$ cat src/rtl/mem_arbiter_pkg.sv
// Shared state encoding and default widths for the unified-memory arbiter.
// ERR_I/ERR_D exist only when MEM_ARB_ALIGN_CHK_EN is defined.
package mem_arbiter_pkg;

  localparam int DEF_ADDR_W  = 16;
  localparam int DEF_DATA_W  = 16;
  localparam int DEF_TIMEOUT = 15;

  typedef enum logic [2:0] {
    IDLE   = 3'd0,
    BUSY_I = 3'd1,
    BUSY_D = 3'd2
`ifdef MEM_ARB_ALIGN_CHK_EN
    ,
    ERR_I  = 3'd3,
    ERR_D  = 3'd4
`endif
  } arb_state_e;

endpackage

$ cat src/rtl/mem_timeout_cnt.sv
// Counts BUSY cycles without a memory completion; expire marks the
// TIMEOUT-th such cycle.
module mem_timeout_cnt #(
  parameter int TIMEOUT = 15
) (
  input  logic clk,
  input  logic rst_n,
  input  logic clear,
  input  logic enable,
  output logic expire
);

  localparam int CW = $clog2(TIMEOUT + 1);

  logic [CW-1:0] cnt;

  always_ff @(posedge clk or negedge rst_n) begin
    if (!rst_n) begin
      cnt <= '0;
    end else if (clear) begin
      cnt <= '0;
    end else if (enable) begin
      cnt <= cnt + CW'(1);
    end
  end

  assign expire = enable && (cnt == CW'(TIMEOUT - 1));

endmodule

$ cat src/rtl/mem_arbiter.sv
// Fetch/data arbiter for the single-ported unified memory.
// MEM_ARB_ALIGN_CHK_EN adds a misaligned-address error path.
module mem_arbiter
  import mem_arbiter_pkg::*;
#(
  parameter int ADDR_W  = DEF_ADDR_W,
  parameter int DATA_W  = DEF_DATA_W,
  parameter int TIMEOUT = DEF_TIMEOUT
) (
  input  logic              clk,
  input  logic              rst_n,
  input  logic              if_req,
  input  logic [ADDR_W-1:0] if_addr,
  input  logic              if_flush,
  output logic              if_done,
  output logic [DATA_W-1:0] if_rdata,
  input  logic              d_req,
  input  logic              d_wr,
  input  logic [ADDR_W-1:0] d_addr,
  input  logic [DATA_W-1:0] d_wdata,
  output logic              d_done,
  output logic [DATA_W-1:0] d_rdata,
  output logic              stall_if,
  output logic              stall_mem,
  output logic              mem_en,
  output logic              mem_wr,
  output logic [ADDR_W-1:0] mem_addr,
  output logic [DATA_W-1:0] mem_wdata,
  input  logic [DATA_W-1:0] mem_rdata,
  input  logic              mem_done,
  output logic              err
);

  arb_state_e state_q, state_d;

  logic              drop_q;
  logic              gnt_d, gnt_i, gnt;
  logic              busy, expire;
  logic              hit_i, hit_d;
  logic              misalign, err_i, err_d;
  logic [ADDR_W-1:0] gnt_addr;

  // Data side wins: it belongs to the older instruction.
  assign gnt_d    = (state_q == IDLE) && d_req;
  assign gnt_i    = (state_q == IDLE) && !d_req
                 && if_req && !if_flush;
  assign gnt      = gnt_d || gnt_i;
  assign gnt_addr = gnt_d ? d_addr : if_addr;
  assign busy     = (state_q == BUSY_I)
                 || (state_q == BUSY_D);

`ifdef MEM_ARB_ALIGN_CHK_EN
  assign misalign = gnt_addr[0];
  assign err_i    = (state_q == ERR_I);
  assign err_d    = (state_q == ERR_D);
`else
  assign misalign = 1'b0;
  assign err_i    = 1'b0;
  assign err_d    = 1'b0;
`endif

  mem_timeout_cnt #(
    .TIMEOUT (TIMEOUT)
  ) u_tmo (
    .clk    (clk),
    .rst_n  (rst_n),
    .clear  (gnt),
    .enable (busy && !mem_done),
    .expire (expire)
  );

  always_comb begin
    state_d = state_q;
    unique case (state_q)
      IDLE: begin
        unique case (1'b1)
          gnt_d:   state_d = BUSY_D;
          gnt_i:   state_d = BUSY_I;
          default: state_d = IDLE;
        endcase
`ifdef MEM_ARB_ALIGN_CHK_EN
        if (gnt && misalign) begin
          state_d = gnt_d ? ERR_D : ERR_I;
        end
`endif
      end
      BUSY_I, BUSY_D: begin
        if (mem_done || expire) begin
          state_d = IDLE;
        end
      end
`ifdef MEM_ARB_ALIGN_CHK_EN
      ERR_I, ERR_D: state_d = IDLE;
`endif
      default: state_d = IDLE;
    endcase
  end

  always_ff @(posedge clk or negedge rst_n) begin
    if (!rst_n) begin
      state_q   <= IDLE;
      drop_q    <= 1'b0;
      mem_en    <= 1'b0;
      mem_wr    <= 1'b0;
      mem_addr  <= '0;
      mem_wdata <= '0;
      err       <= 1'b0;
    end else begin
      state_q <= state_d;
      drop_q  <= (state_q == BUSY_I)
              && (state_d == BUSY_I)
              && (drop_q || if_flush);
      mem_en  <= gnt && !misalign;
      err     <= err || expire
              || err_i || err_d;
      if (gnt) begin
        mem_wr    <= gnt_d && d_wr;
        mem_addr  <= gnt_addr;
        mem_wdata <= gnt_d ? d_wdata : '0;
      end
    end
  end

  // A flush in the completion cycle also cancels the fetch.
  assign hit_i = (state_q == BUSY_I) && mem_done
              && !drop_q && !if_flush;
  assign hit_d = (state_q == BUSY_D) && mem_done;

  assign if_done   = hit_i || err_i;
  assign d_done    = hit_d || err_d;
  assign if_rdata  = hit_i ? mem_rdata : '0;
  assign d_rdata   = (hit_d && !mem_wr)
                   ? mem_rdata : '0;
  assign stall_if  = if_req && !if_done;
  assign stall_mem = d_req && !d_done;

endmodule

$ cat config.mk
export PLATFORM = sky130hd
export DESIGN_NAME = mem_arbiter
export DESIGN_NICKNAME = d
export VERILOG_FILES = /design/src/rtl/mem_arbiter_pkg.sv /design/src/rtl/mem_timeout_cnt.sv /design/src/rtl/mem_arbiter.sv
export SDC_FILE = /design/constraint.sdc
export NUM_CORES = 1
export LEC_CHECK = 0
export BUFFER_PORTS_ARGS = -buffer_cell sky130_fd_sc_hd__buf_2
export CAP_MARGIN = 20
export CELL_PAD_IN_SITES_DETAIL_PLACEMENT = 0
export CELL_PAD_IN_SITES_GLOBAL_PLACEMENT = 1
export CORE_UTILIZATION = 32
export CTS_CLUSTER_DIAMETER = 60
export DETAILED_ROUTE_END_ITERATION = 7
export GPL_TIMING_DRIVEN = 1
export MAX_ROUTING_LAYER = met4
export PLACE_DENSITY = 0.87
export SYNTH_ARGS = -nofsm -noshare
export SYNTH_HDL_FRONTEND = slang
export SYNTH_HIERARCHICAL = 1
export SYNTH_SLANG_ARGS = --single-unit
$ cat constraint.sdc
create_clock -name clk -period 3.5 [get_ports clk]
set_input_delay 0.175 -clock clk [delete_from_list [all_inputs] [get_ports clk]]
set_output_delay 0.175 -clock clk [all_outputs]
set_load 0.1 [all_outputs]
==> results.sh, run 1 <==
export IMPL_reg2reg_depth=5
export IMPL_cts_path_max_buffers=2
export IMPL_yosysWarnings=6
export IMPL_core_rowCount=29
export IMPL_detail_route_antenna_nets=0
export IMPL_antenna_found_initial=0
export IMPL_synth_top_cell_by_area="dfrtp_1"
export IMPL_clk_latency_ps=290
export IMPL_yosys_register_bits=43
export IMPL_drcViolationCount=0
export IMPL_cts_clk_slew_worst_paths_ps=80
export IMPL_fin_ws_ps=1010
export IMPL_postCtsSetupBuffers=0
export IMPL_synth_top_area_frac=0.509
export IMPL_drt_iter0_drc=98
export IMPL_maxSlewHeadroom=0.357
export IMPL_num_antenna_cells=0
export IMPL_setup_tns_ps=0
export IMPL_vias=1928
export IMPL_p_leak_nw=1.56
export IMPL_grtUsageTotal=0.162
export IMPL_critPathCaptureType="flip-flop"
export IMPL_ios=142
export IMPL_layout_nets=387
export IMPL_cp_start_kind="flip-flop"
export IMPL_skew_ps=5.41
export IMPL_area_growth_pct=39.0
export IMPL_ys_types=37
export IMPL_wirelength_mm=5.40
export IMPL_place_ws_ps=950
export IMPL_ctsHoldBuffers=0
export IMPL_die_area_sq_um=6930
export IMPL_finalHoldViolations=0
export IMPL_post_cts_resized=0
export IMPL_tritoncts="built"
export IMPL_crit_type="reg -> reg"
export IMPL_htree_levels=2
export IMPL_root_buffer="clkbuf_8"
export IMPL_first_pass_iters=4
export IMPL_crit_arrival_ps=2670
export IMPL_die_w_um=83.3
export IMPL_tightestPinTransition_ps=960
export IMPL_grt_pass1_vias=1885
export IMPL_crit_required_ps=3680
export IMPL_grt_max_degree=44
export IMPL_setup_viol=0
export IMPL_start_util=0.333
export IMPL_final_layout_size_suffix_gt1_frac=0.543
export IMPL_ir_worst_vdd_mv=0.383
export IMPL_fmax_ghz=0.401
export IMPL_path_max_fanout=20
export IMPL_synth_area_top_cells="dfrtp_1 51%, and2_1 10%, a22o_1 7.0%"
export IMPL_gp_congestion=0.830
export IMPL_grt_remaining_overflow=0
export IMPL_hold_class="in -> async"
export IMPL_cap_violations=0
export IMPL_period_needed_ps=2490
export IMPL_netlist_instances=180
export IMPL_avgSynthCellArea_sq_um=11.7
export IMPL_clkSinkCount=43
export IMPL_powerDensity_nw_per_um2=619
export IMPL_core_area_sq_um=6350
export IMPL_syn_num_nets=253
export IMPL_syn_area_sq_um=2110
export IMPL_wl_per_cell_um=13.8
export IMPL_num_fill_cells=591
export IMPL_die_h_um=83.3
export IMPL_grt_pass1_wl_mm=8.69
export IMPL_yosysSeqAreaShare=0.509
export IMPL_rsz0062_at_grt="false"
export IMPL_io_buffer_count=141
export IMPL_place_hpwl_mm=4.18
export IMPL_cts_buffers=5
export IMPL_multiInputGateArea_sq_um=928
export IMPL_vias_per_cell=4.92
export IMPL_final_max_slew_violation_count=0
export IMPL_period_share=0.713
export IMPL_seq_area_sq_um=1080
export IMPL_status="complete, no violations"
-- per-layer routing --
metal	share of wire	vias to the layer above	wire, um	GRT usage
li1	-	927	-	-
met1	0.44	895	2370	0.196
met2	0.47	100	2560	0.269
met3	0.075	6	404	0.0348
met4	0.014	0	76	0.0517
met5	0	-	0	-
-- state kept, by name, indices dropped and copies added (netlist names) --
register   count
mem_addr      16
mem_wdata     16
u_tmo/cnt      4
state_q        3
drop_q         1
err            1
mem_en         1
mem_wr         1
-- power breakdown --
| part | switching [mW] | internal [mW] | total [mW] | leakage [nW] |
|---|---|---|---|---|
| Sequential | 0.0482 | 0.571 | 0.619 | 0.527 |
| Clock | 0.169 | 0.212 | 0.381 | 0.0581 |
| Combinational | 0.665 | 0.153 | 0.818 | 0.975 |
| Total | 0.882 | 0.937 | 1.82 | 1.56 |
-- worst max-delay path: stages, from the launching register on --
cell and delay, ps:
dfrtp_1 490, or3_1 610, a21o_2 410, inv_1 490
nor2_1 110, mux2_4 280
-- Yosys cell counts (all sizes together) --
library cell / count
conb: 1
dfrtp: 43
or3: 1
nor3: 4
a21bo: 1
a21oi: 2
ha: 2
or2: 2
or2b: 1
and2: 34
a221o: 2
buf: 8
mux2i: 1
nand2: 1
inv: 3
o221a: 14
nand3b: 1
and4b: 1
or4: 14
nor2b: 2
clkbuf: 7
xnor2: 2
nor4b: 1
nand4: 1
nor2: 6
a21o: 1
nor4: 1
nand2b: 2
and4: 2
a22o: 17
a31o: 1
mux2: 1
-- logic make-up after synthesis --
kind of cell               after synthesis  share of synthesized area
buffers and inverters                   18                     0.0580
muxes                                    2                     0.0118
adders and majority gates                2                     0.0118
and+or+nand+nor                         74                      0.227
AOI/OAI and AO/OA                       38                      0.172
other                                    1                    0.00177
xor gates and xnor gates                 2                    0.00829
DFF                                     43                      0.509
-- cell usage in the layout (no fill, tap or decap), types with 2 or more instances in the layout --
cell type and count:
nor2_1 6, and2_1 34, dfrtp_1 43, nor2b_1 2, or4_1 14, xnor2_1 2
o221a_2 13, buf_2 141, inv_1 3, a21oi_1 2, clkbuf_8 5, ha_1 2
nand2b_1 2, nor3_1 3, a22o_1 17, a221o_1 2
-- through the flow --
step	cell area [sq um]	std cells	power, mW	hold WS (ps)	util
after global placement	2830	384	1.44	363	0.445
after global routing	2940	392	1.90	82.4	0.463
after detailed placement	2830	384	1.45	375	0.445
after CTS	2940	392	1.84	57.4	0.463
final	2940	392	1.82	21.8	0.463
after floorplan	2120	180	1.30	-121	-
-- final timing paths --
check / from / to / slack, ps
setup / recovery: state_q[0]$_DFF_PN0_ / u_tmo/cnt[3]$_DFFE_PN0P_ / 1010
hold / removal: rst_n / mem_addr[7]$_DFFE_PN0P_ / 20
setup reg to reg: state_q[0]$_DFF_PN0_ / u_tmo/cnt[3]$_DFFE_PN0P_ / 1010
hold reg to reg: err$_DFF_PN0_ / err$_DFF_PN0_ / 470
max in group asynchronous: rst_n / mem_wdata[15]$_DFFE_PN0P_ / 2900
min in group clk: d_wdata[10] / mem_wdata[10]$_DFFE_PN0P_ / 100
-- cell type report --
cell class,instances,area share
inverters,3,0.00383
clock buffers,5,0.0234
flip-flops and latches,43,0.366
multi-input cells,119,0.316
clock inverters,3,0.0149
repair buffers,142,0.243
well taps,77,0.0328
(Power assumes the default switching activity.)
==> run 2: changes to the inputs <==
--- a/config.mk
+++ b/config.mk
@@ -9,12 +9,12 @@
 export CAP_MARGIN = 20
 export CELL_PAD_IN_SITES_DETAIL_PLACEMENT = 0
 export CELL_PAD_IN_SITES_GLOBAL_PLACEMENT = 1
-export CORE_UTILIZATION = 32
+export CORE_UTILIZATION = 27
 export CTS_CLUSTER_DIAMETER = 60
 export DETAILED_ROUTE_END_ITERATION = 7
 export GPL_TIMING_DRIVEN = 1
 export MAX_ROUTING_LAYER = met4
-export PLACE_DENSITY = 0.87
+export PLACE_DENSITY = 0.79
 export SYNTH_ARGS = -nofsm -noshare
 export SYNTH_HDL_FRONTEND = slang
 export SYNTH_HIERARCHICAL = 1
==> constraint.sdc (replaced) <==
create_clock -name clk -period 2.25 [get_ports clk]
set_input_delay 0.1125 -clock clk [delete_from_list [all_inputs] [get_ports clk]]
set_output_delay 0.1125 -clock clk [all_outputs]
set_load 0.1 [all_outputs]
==> run 2 against run 1 <==
  * Flip-flop and latch count unchanged
  * Wire length increased by 5.6%
  * Total power up 52%
  * Non-clock buffer count is 8 higher
  * Clock skew increased by 5.8 ps
  * Sequential share of layout area shrank 3.8 points
  * Combinational power grew 60%
  * Setup slack worse by 870 ps
  * First-iteration DRC count rose by 6.1%
  * Cell count grew 7.4%
  * Critical endpoint is now if_rdata[11]
  * Sequential power is 55% higher
  * Worst hold slack improved by 21 ps
==> results.sh, run 2 (same netlist as run 1, synthesis figures left out) <==
export IMPL_num_antenna_cells=0
export IMPL_critPathBufInv=1
export IMPL_vias_per_cell=4.70
export IMPL_grt_pass1_vias=1895
export IMPL_die_w_um=90.5
export IMPL_rsz0062_at_grt="false"
export IMPL_crit_arrival_ps=2000
export IMPL_root_buffer="clkbuf_8"
export IMPL_crit_type="reg -> out"
export IMPL_hold_class="in -> reg"
export IMPL_cts_clk_slew_worst_paths_ps=80
export IMPL_period_needed_ps=2110
export IMPL_tightestPinTransition_ps=948
export IMPL_tritoncts="built"
export IMPL_final_max_slew_violation_count=0
export IMPL_multiInputGateArea_sq_um=961
export IMPL_first_pass_iters=4
export IMPL_placed_area_sq_um=3180
export IMPL_p_total_mw=2.76
export IMPL_fmax_ghz=0.473
export IMPL_vias=1977
export IMPL_die_area_sq_um=8180
export IMPL_whs_ps=42.7
export IMPL_postCtsSetupBuffers=0
export IMPL_wirelength_mm=5.70
export IMPL_cts_buffers=5
export IMPL_grtUsageTotal=0.148
export IMPL_powerDensity_nw_per_um2=841
export IMPL_critPathCaptureType="output pin"
export IMPL_gp_congestion=0.766
export IMPL_critPathTopFamily="simple AND/OR/NAND/NOR gates"
export IMPL_period_share=0.940
export IMPL_critPathSlowestCell="dfrtp_1"
export IMPL_finalHoldViolations=0
export IMPL_antenna_found_initial=0
export IMPL_die_h_um=90.5
export IMPL_ir_worst_vdd_mv=0.304
export IMPL_io_buffer_count=141
export IMPL_p_leak_nw=1.64
export IMPL_core_area_sq_um=7410
export IMPL_max_stage_delay_ps=470
export IMPL_path_cells="nor2_1 > and4_2 > and2_2 > buf_2"
export IMPL_skew_ps=11.3
export IMPL_status="complete, no violations"
export IMPL_final_common_cell="buf_2"
export IMPL_cap_violations=0
export IMPL_crit_required_ps=2140
export IMPL_final_layout_size_suffix_gt1_frac=0.630
export IMPL_maxSlewHeadroom=0.368
export IMPL_drt_iter0_drc=104
export IMPL_final_cell_mix="123 x buf_2, 43 x dfrtp_1, 24 x and2_2"
export IMPL_cts_path_max_buffers=2
export IMPL_setup_viol=0
export IMPL_path_max_fanout=18
export IMPL_core_rowCount=31
export IMPL_layout_nets=395
export IMPL_ios=142
export IMPL_cp_start_kind="flip-flop"
export IMPL_clkSinkCount=43
export IMPL_detail_route_antenna_nets=0
export IMPL_wl_per_cell_um=13.5
export IMPL_grt_max_degree=44
export IMPL_area_growth_pct=55.2
export IMPL_grt_remaining_overflow=0
export IMPL_grt_pass1_wl_mm=9.36
export IMPL_place_hpwl_mm=4.51
export IMPL_drcViolationCount=0
export IMPL_final_cells=421
export IMPL_placed_cells=413
export IMPL_start_util=0.285
export IMPL_htree_levels=2
export IMPL_num_fill_cells=717
export IMPL_setup_tns_ps=0
export IMPL_reg_top3="mem_addr x16, mem_wdata x16, u_tmo/cnt x4"
export IMPL_finalInstanceArea_sq_um=3280
export IMPL_clk_latency_ps=290
export IMPL_seq_area_sq_um=1080
-- run 2: path summary, 6_finish.rpt --
kind | start | endpoint | slack [ps] | cells after the start
setup / recovery | state_q[2]$_DFF_PN0_ | if_rdata[11] | 140 | 4
hold / removal | d_wdata[0] | mem_wdata[0]$_DFFE_PN0P_ | 40 | 2
setup reg to reg | state_q[1]$_DFF_PN0_ | mem_addr[11]$_DFFE_PN0P_ | 240 | 5
hold reg to reg | err$_DFF_PN0_ | err$_DFF_PN0_ | 470 | 1
max in group asynchronous | rst_n | mem_wdata[14]$_DFFE_PN0P_ | 1130 | 2
min in group asynchronous | rst_n | mem_addr[15]$_DFFE_PN0P_ | 510 | 2
-- run 2: worst register-to-register path, cell delays in order, from the launching register on --
cell	delay, ps
dfrtp_1	460
or3_1	500
a21o_2	370
inv_1	230
buf_4	200
o221a_2	190
-- run 2: through the flow --
step                       util  setup WS [ps]
after detailed placement  0.429            235
final                     0.443            135
after CTS                 0.442            129
after global routing      0.443           4.41
after global placement    0.429            281
after floorplan               -          -40.8
-- run 2: area by class of cell --
type,instances,area share
Clock inverter,1,0.00153
Clock buffer,6,0.0252
Tap cell,99,0.0378
Multi-Input combinational cell,119,0.293
Inverter,3,0.00343
Sequential cell,43,0.328
Timing Repair Buffer,150,0.311
-- run 2: timing repair --
| item | in CTS | in global routing |
|---|---|---|
| hold buffers | 1 | 0 |
| resized for setup | 0 | 2 |
| endpoints found under the setup margin | 0 | 2 |
| hold endpoints to repair | 33 | 0 |
-- run 2: per-layer routing --
layer	vias up	track usage	routed length, um
met5	-	-	0
met4	0	0.0484	76
met3	5	0.0379	466
met2	104	0.225	2630
met1	923	0.193	2530
li1	945	-	-
-- run 2: where the power goes --
group,internal (mW),switching (mW)
Sequential,0.888,0.0695
Clock,0.241,0.250
Combinational,0.265,1.04
Total,1.39,1.36
==> run 3: changes to the inputs <==
--- a/config.mk
+++ b/config.mk
@@ -6,16 +6,15 @@
 export NUM_CORES = 1
 export LEC_CHECK = 0
 export BUFFER_PORTS_ARGS = -buffer_cell sky130_fd_sc_hd__buf_2
-export CAP_MARGIN = 20
+export CAP_MARGIN = 10
 export CELL_PAD_IN_SITES_DETAIL_PLACEMENT = 0
 export CELL_PAD_IN_SITES_GLOBAL_PLACEMENT = 1
-export CORE_UTILIZATION = 27
+export CORE_UTILIZATION = 28
 export CTS_CLUSTER_DIAMETER = 60
 export DETAILED_ROUTE_END_ITERATION = 7
 export GPL_TIMING_DRIVEN = 1
 export MAX_ROUTING_LAYER = met4
-export PLACE_DENSITY = 0.79
+export PLACE_DENSITY = 0.8
 export SYNTH_ARGS = -nofsm -noshare
 export SYNTH_HDL_FRONTEND = slang
-export SYNTH_HIERARCHICAL = 1
 export SYNTH_SLANG_ARGS = --single-unit
==> run 3 against run 2 <==
  * Sequential power rose by 2.9%
  * Maximum frequency is 0.90% higher
  * Total power up 12%
  * Clock power increased by 26%
  * First-iteration DRC count shrank 67%
  * Non-clock buffer count fell by 4
  * Critical path type unchanged
  * Largest power group unchanged
==> results.sh, run 3 <==
export IMPL_yosysSeqAreaShare=0.497
export IMPL_setup_tns_ps=0
export IMPL_crit_type="reg -> out"
export IMPL_p_switching_mw=1.55
export IMPL_ys_types=32
export IMPL_skew_ps=6.81
export IMPL_place_hpwl_mm=4.07
export IMPL_reg_top3="mem_addr x16, mem_wdata x16, u_tmo.cnt x4"
export IMPL_cp_start_kind="flip-flop"
export IMPL_drcViolationCount=0
export IMPL_tightestPinTransition_ps=955
export IMPL_max_stage_delay_ps=480
export IMPL_synth_top_area_frac=0.497
export IMPL_wirelength_mm=5.39
export IMPL_layout_nets=395
export IMPL_netlist_instances=180
export IMPL_maxSlewHeadroom=0.364
export IMPL_tritoncts="built"
export IMPL_syn_num_nets=253
export IMPL_period_needed_ps=2100
export IMPL_pwr_share_clk=0.201
export IMPL_die_w_um=90.0
export IMPL_crit_arrival_ps=1980
export IMPL_synth_top_family_by_area="simple AND/OR/NAND/NOR gates"
export IMPL_async_flop_share=1.00
export IMPL_synth_mux_area_frac=0.166
export IMPL_synth_top_cell_by_area="dfrtp_1"
export IMPL_path_cells="nor2_1 > and4b_2 > and2_2 > buf_2"
export IMPL_seqPwrFrac=0.320
export IMPL_cts_clk_slew_worst_paths_ps=80
export IMPL_grtUsageTotal=0.143
export IMPL_synthAdderAreaFrac=0.0116
export IMPL_root_buffer="clkbuf_8"
export IMPL_grt_pass1_vias=1893
export IMPL_synth_most_common_cell="dfrtp_1"
export IMPL_yosys_area_share_simple=0.177
export IMPL_core_area_sq_um=7370
export IMPL_die_area_sq_um=8090
export IMPL_p_sw_frac=0.502
export IMPL_ios=142
export IMPL_final_cell_mix="125 x buf_2, 43 x dfrtp_1, 25 x mux2_1"
export IMPL_critPathSlowestCell="dfrtp_1"
export IMPL_yosys_top_cells_count="43 x dfrtp_1, 32 x and2_1, 25 x mux2_1"
export IMPL_start_util=0.294
export IMPL_antenna_found_initial=1
export IMPL_setup_viol=0
export IMPL_drt_iter0_drc=34
export IMPL_io_buffer_count=141
export IMPL_cts_buffers=5
export IMPL_ir_worst_vdd_mv=0.632
export IMPL_grt_remaining_overflow=0
export IMPL_placed_area_sq_um=3220
export IMPL_synth_area_top_cells="dfrtp_1 50%, mux2_1 13%, and2_1 9.2%"
export IMPL_core_rowCount=31
export IMPL_grt_max_degree=44
export IMPL_p_leak_nw=1.68
export IMPL_final_common_cell="buf_2"
export IMPL_cts_path_max_buffers=2
export IMPL_synth_xor_area_frac=0.00404
export IMPL_final_max_slew_violation_count=0
export IMPL_hold_class="in -> reg"
export IMPL_period_share=0.932
export IMPL_yosys_register_bits=43
export IMPL_clk_latency_ps=290
export IMPL_crit_required_ps=2140
export IMPL_avgSynthCellArea_sq_um=12.0
export IMPL_finalInstanceArea_sq_um=3350
export IMPL_yosysWarnings=0
export IMPL_finalHoldViolations=0
export IMPL_gp_congestion=0.727
export IMPL_p_total_mw=3.08
export IMPL_grt_pass1_wl_mm=9.20
export IMPL_powerDensity_nw_per_um2=920
export IMPL_die_h_um=90.0
export IMPL_combPwrFrac=0.479
export IMPL_status="complete, no violations"
export IMPL_first_pass_iters=4
export IMPL_postCtsSetupBuffers=0
export IMPL_clkSinkCount=43
export IMPL_final_layout_size_suffix_gt1_frac=0.576
export IMPL_fmax_ghz=0.477
export IMPL_area_growth_pct=54.6
export IMPL_htree_levels=2
export IMPL_path_max_fanout=16
export IMPL_vias_per_cell=4.46
export IMPL_ys_flop_type="dfrtp_1"
export IMPL_synth_edf_count=0
export IMPL_cap_violations=0
export IMPL_syn_area_sq_um=2170
export IMPL_vias=1886
export IMPL_num_fill_cells=729
export IMPL_critPathCaptureType="output pin"
export IMPL_detail_route_antenna_nets=0
export IMPL_wl_per_cell_um=12.7
export IMPL_p_int_mw=1.53
export IMPL_rsz0062_at_grt="false"
export IMPL_synth_compound_area_frac=0.101
## run 3: cell families after synthesis
logic type,after synthesis
AND/OR/NAND/NOR,58
AO/OA/AOI/OAI,28
buffers and inverters,15
adder cells (fa/ha/maj),2
multiplexers,32
other,1
flip-flops,43
XOR/XNOR,1
## run 3: what timing repair did
action,CTS,global route
resized for setup,1,0
setup endpoints to repair,9,0
endpoints found under the hold margin,11,0
hold buffers,1,0
## run 3: layout make-up
cell class / count / area [sq um] / share of cell area
Clock buffer: 6 / 82.6 / 0.0247
Multi-Input combinational cell: 122 / 1030 / 0.307
Antenna cell: 1 / 2.50 / 0.000747
Timing Repair Buffer: 146 / 986 / 0.294
Inverter: 4 / 15.0 / 0.00448
Clock inverter: 2 / 35.0 / 0.0105
Tap cell: 99 / 124 / 0.0370
Sequential cell: 43 / 1080 / 0.321
## run 3: power by group through the flow
stage               Clock (mW)  Combinational, mW  Sequential, mW
floorplan                    0              0.272            1.93
global placement             0               1.48           0.995
detailed placement           0               1.49           0.997
CTS                      0.646               1.49           0.987
global route             0.676               1.53            1.01
finish                   0.618               1.48           0.985
## run 3: worst paths after layout
check                                startpoint                        end  slack [ps]  cells past startpoint
max                        state_q[0]$_DFF_PN0_                 d_rdata[8]         150                      4
min                                 d_wdata[11]  mem_wdata[11]$_DFFE_PN0N_          40                      2
max reg2reg                state_q[0]$_DFF_PN0_    mem_addr[5]$_DFFE_PN0N_         390                      4
min reg2reg                       err$_DFF_PN0_              err$_DFF_PN0_         480                      1
max in group asynchronous                 rst_n   mem_wdata[3]$_DFFE_PN0N_        1140                      2
min in group asynchronous                 rst_n   mem_addr[13]$_DFFE_PN0N_         520                      2
## run 3: critical path: cells and delay by family (launching register included)
family                 cells  cell delay [ps]
flip-flops                 1              480
buffers and inverters      1              420
AND/OR/NAND/NOR            3              800
## run 3: stage by stage
step / setup WS [ps] / hold slack (ps) / instances / utilization
2_1_floorplan: 68.8 / -183 / 180 / -
3_3_place_gp: 324 / 311 / 413 / 0.437
3_5_place_dp: 316 / 320 / 413 / 0.437
4_1_cts: 128 / 18.4 / 422 / 0.454
5_1_grt: 23.9 / 17.8 / 423 / 0.454
6_report: 154 / 36.6 / 423 / 0.454
## run 3: per-layer routing
| layer | global-route usage | vias up | share of wire |
|---|---|---|---|
| li1 | - | 916 | - |
| met1 | 0.182 | 876 | 0.45 |
| met2 | 0.226 | 88 | 0.46 |
| met3 | 0.0398 | 6 | 0.085 |
| met4 | 0.0363 | 0 | 0.012 |
| met5 | - | - | 0 |
